--- src/rtl/seq_multiplier.sv ---
// Sequential 8x8 unsigned shift-add multiplier with a 16-bit product.
// One add-and-shift per clock through the shared 8-bit full_adder, so a
// product takes a fixed 8 iterations after the start is accepted.
//
// Handshake: start is sampled on the rising edge and accepted only while
// busy=0. busy is high for the 8 iteration cycles. done pulses high for one
// cycle when the product register is updated, and product holds until the
// next completion.

module full_adder (
   input  logic [7:0] a,
   input  logic [7:0] b,
   input  logic       cin,
   output logic [7:0] sum,
   output logic       cout
);

   // 9-bit add so the carry-out lands in the top bit
   assign {cout, sum} = {1'b0, a} + {1'b0, b} + {8'h00, cin};

endmodule

module seq_multiplier #(
   parameter int WIDTH = 8
) (
   input  logic                 clk,
   input  logic                 rst_n,
   input  logic                 start,
   input  logic [WIDTH-1:0]     multiplicand,
   input  logic [WIDTH-1:0]     multiplier,
   output logic                 busy,
   output logic                 done,
   output logic [2*WIDTH-1:0]   product
);

   typedef enum logic {
      IDLE = 1'b0,
      CALC = 1'b1
   } state_t;

   state_t             state_q, state_d;
   logic [WIDTH-1:0]   m_q, m_d;
   logic [WIDTH-1:0]   acc_hi_q, acc_hi_d;
   logic [WIDTH-1:0]   acc_lo_q, acc_lo_d;
   logic [2:0]         cnt_q, cnt_d;
   logic               done_q, done_d;
   logic [2*WIDTH-1:0] product_q, product_d;

   logic [WIDTH-1:0]   fa_b;
   logic [WIDTH-1:0]   fa_sum;
   logic               fa_cout;

   // Add M into the high half only when the current multiplier bit is set
   assign fa_b = acc_lo_q[0] ? m_q : '0;

   full_adder u_full_adder (
      .a    (acc_hi_q),
      .b    (fa_b),
      .cin  (1'b0),
      .sum  (fa_sum),
      .cout (fa_cout)
   );

   // Next-state logic: accept a start in IDLE, add-and-shift in CALC
   always_comb begin
      state_d   = state_q;
      m_d       = m_q;
      acc_hi_d  = acc_hi_q;
      acc_lo_d  = acc_lo_q;
      cnt_d     = cnt_q;
      done_d    = 1'b0;
      product_d = product_q;
      case (state_q)
         IDLE: begin
            if (start) begin
               m_d      = multiplicand;
               acc_lo_d = multiplier;
               acc_hi_d = '0;
               cnt_d    = 3'd0;
               state_d  = CALC;
            end
         end
         CALC: begin
            // 17-bit right shift of {cout, sum, acc_lo}; the carry becomes the new MSB
            acc_hi_d = {fa_cout, fa_sum[WIDTH-1:1]};
            acc_lo_d = {fa_sum[0], acc_lo_q[WIDTH-1:1]};
            cnt_d    = cnt_q + 3'd1;
            if (cnt_q == 3'd7) begin
               product_d = {acc_hi_d, acc_lo_d};
               done_d    = 1'b1;
               state_d   = IDLE;
            end
         end
         default: begin
            state_d = IDLE;
         end
      endcase
   end

   // State and datapath registers; reset aborts any operation without a done pulse
   always_ff @(posedge clk or negedge rst_n) begin
      if (!rst_n) begin
         state_q   <= IDLE;
         m_q       <= '0;
         acc_hi_q  <= '0;
         acc_lo_q  <= '0;
         cnt_q     <= 3'd0;
         done_q    <= 1'b0;
         product_q <= '0;
      end else begin
         state_q   <= state_d;
         m_q       <= m_d;
         acc_hi_q  <= acc_hi_d;
         acc_lo_q  <= acc_lo_d;
         cnt_q     <= cnt_d;
         done_q    <= done_d;
         product_q <= product_d;
      end
   end

   assign busy    = (state_q == CALC);
   assign done    = done_q;
   assign product = product_q;

endmodule

--- config.mk ---
export PLATFORM = sky130hd
export DESIGN_NAME = seq_multiplier
export DESIGN_NICKNAME = d
export VERILOG_FILES = /design/src/rtl/seq_multiplier.sv
export SDC_FILE = /design/constraint.sdc
export NUM_CORES = 1
export LEC_CHECK = 0
export BUFFER_PORTS_ARGS = -buffer_cell sky130_fd_sc_hd__buf_2
export CAP_MARGIN = 20
export CORE_MARGIN = 2
export CORE_UTILIZATION = 30
export CTS_BUF_LIST = sky130_fd_sc_hd__clkbuf_4 sky130_fd_sc_hd__clkbuf_8
export CTS_CLUSTER_SIZE = 30
export DETAILED_ROUTE_END_ITERATION = 16
export SYNTH_ARGS = -nofsm -noshare
export SYNTH_HDL_FRONTEND = slang
export SYNTH_SLANG_ARGS = --single-unit
--- constraint.sdc ---
create_clock -name clk -period 4.1 [get_ports clk]
set_clock_uncertainty 0.15 [all_clocks]
set_input_delay 0.205 -clock clk [delete_from_list [all_inputs] [get_ports clk]]
set_output_delay 0.205 -clock clk [all_outputs]
set_load 0.05 [all_outputs]
==> out/results.txt <==
Post-Synth Simple-Gate Area = 9.28%
Post-synth ARST share = 100%
Leakage = 1.27 nW
Die H = 88.8 um
status = complete, no violations
Net Sw Frac = 42.9%
worst slack, placed = 1.65 ns
die area = 7890 sq um
power share of the combinational group = 48.5%
max-cap viol count = 0
WL per Instance = 13.7 um
register area share after synthesis = 52.2%
XOR/XNOR Fraction of Synth Area = 0.406%
Post-Syn Area per Cell = 11.7 sq um
GPL Wtd Cong = 0.795
Fillers = 686
I/O pin cnt = 37
FF+latch count, synth = 45
pin count of the biggest net entering global routing = 46
synthesized area = 2160 sq um
Switch Pwr = 988 uW
post-synthesis compound-gate area fraction = 15.4%
clock sink count = 45
final WL = 4.48 mm
mux contribution to synthesized area = 13.6%
Synth Area in Adders = 6.72%
Flop pwr share = 34.0%
RSZ-0062 raised after global routing = no
drt first pass iters = 4
initial core utilization = 31.4%
TritonCTS buffer count = 5
Area growth, synth to finish = 23.7%
top fanout value on the critical path = 9
commonest non-fill, non-tap cells in the layout = dfrtp_1, buf_2, mux2_2
latest clock arrival within the worst-skew pair = 0.30 ns
die width = 88.8 um
FP Rows = 30
DRT iter0 DRCs = 72
layout cells sized above 1 = 29.7%
Detail Placement HPWL = 3.18 mm
total negative slack = 0 ns
initial antenna violation count = 0
Post-synth EDFFs = 0
Slew @ Worst Pin = 0.782 ns
Max VDD drop = 398 uV
diode count = 0
fin crit share = 59.6%
clock tree buffer depth = 2
CTS tree = built
# H-tree levels = 2
Worst Path Required = 4.13 ns
Synth Flop Type = dfrtp_1
post-layout min period = 2.44 ns
Yosys cell types = 36
fin util = 38.9%
clk slew on worst S/H paths = 0.08 ns
core area = 6870 sq um
gate count after technology mapping = 185
crit start category = flip-flop
pwr dens = 862 nW/um^2
crit path capture type = flip-flop
Syn Nets = 215
area leader, netlist = dfrtp_1
largest family of logic cells by synthesized area = compound AO/OA/AOI/OAI gates
clock power share = 17.5%
Setup Viol. Count Final = 0
HP Class = primary input to flip-flop
total track usage = 12.8%
Slew Limit Fails = 0
Syn. warnings = 0
vias post-DR = 1543
# Post-CTS Setup Buffers = 0
first-pass GRT wire length = 7.73 mm
Max Clk Rate = 409 MHz
ANT nets after route = 0
Worst slew margin = 47.7%
design area = 2670 sq um
total gr overflow = 0
Worst Path Arrival = 2.47 ns
Nets = 261
Root Buffer = clkbuf_8
commonest non-fill, non-tap cell in the layout = dfrtp_1
DRC errors left = 0
number of global-route vias before repair = 1594
Placement Cell Area = 2430 sq um
Port-buffer cells = 36
hold_ws = 0.00264 ns
Synth top area share = 52.2%
Area contributors post-synth = dfrtp_1, mux2_2, ha_1
Int Pwr = 1.31 mW
Final WS setup = 1.66 ns
final hold violations = 0
CP Class = flip-flop to flip-flop
Vias/cell = 4.70
worst paths after layout:
kind | end | start | cells after the start | slack, ns
min reg2reg | product[14]$_DFFE_PN0P_ | product[14]$_DFFE_PN0P_ | 2 | 0.33
min | m_q[7]$_DFFE_PN0P_ | multiplicand[7] | 2 | 0.003
max in group asynchronous | m_q[6]$_DFFE_PN0P_ | rst_n | 3 | 3.10
max | product[15]$_DFFE_PN0P_ | acc_lo_q[0]$_DFFE_PN0P_ | 7 | 1.66
max reg2reg | product[15]$_DFFE_PN0P_ | acc_lo_q[0]$_DFFE_PN0P_ | 7 | 1.66
min in group asynchronous | product[6]$_DFFE_PN0P_ | rst_n | 2 | 0.21
cell type report:
| class | count | area, sq um | share of cell area, % |
|---|---|---|---|
| clock inverter | 3 | 68.8 | 2.58 |
| timing repair buffer | 46 | 288 | 10.8 |
| multi-input combinational | 128 | 980 | 36.7 |
| clock buffer | 5 | 68.8 | 2.58 |
| tap | 96 | 120 | 4.50 |
| sequential | 45 | 1130 | 42.2 |
| inverter | 5 | 18.8 | 0.703 |
logic make-up (layout without fill, tap and decap cells):
logic type,Yosys count,in the layout
AO/OA/AOI/OAI,48,48
XOR/XNOR,1,1
adder cells (fa/ha/maj),11,11
buffers and inverters,12,59
flip-flops,45,45
multiplexers,27,27
AND/OR/NAND/NOR,41,41
through the flow:
step	power (mW)	std cells
floorplan	1.64	185
CTS	2.32	327
global route	2.47	328
finish	2.30	328
global placement	1.89	311
detailed placement	1.90	311
synth_stat cells (3+ instances only):
library cell   n
o31ai_1        4
nor2_1         5
nand3_1        4
and2_1         8
a21oi_1        9
inv_1          5
nand2_1       18
ha_1          10
mux2_2        19
mux2i_1        8
clkbuf_1       3
dfrtp_1       45
o21ai_0       12
buf_2          3
a22o_1         5
critical path, stage by stage, from the launching register on:
cell and delay [ns]:
dfrtp_1 0.45, and2_1 0.17, ha_1 0.22, fa_1 0.42
a21oi_2 0.17, o21ai_1 0.11, o31a_2 0.32, o41a_1 0.31
routing by layer:
metal  vias to the layer above  share of wire, %  wire (um)  track usage [%]
met5                         -                 0          0                0
met4                         0              0.94         42             4.55
met3                         5               3.9        176             3.08
met2                        23                48       2160             21.4
met1                       754                47       2100             16.3
li1                        761                 -          -                -
power by group through the flow:
stage               clock (mW)  sequential (mW)  combinational (mW)
floorplan                    0             1.06               0.581
detailed placement           0            0.793                1.11
global placement             0            0.793                1.10
finish                   0.402            0.783                1.12
global route             0.429            0.816                1.23
CTS                      0.412            0.786                1.12
state kept, by name, summed over array words and instances, names as in the netlist:
register and flops:
busy 1, product 16, acc_lo_q 8, m_q 8, cnt_q 3, done 1, acc_hi_q 8
repair_timing:
action	CTS	global route
hold buffers	8	0
hold endpoints to repair	52	0
gates resized for setup	0	0
(Power assumes the default switching activity.)
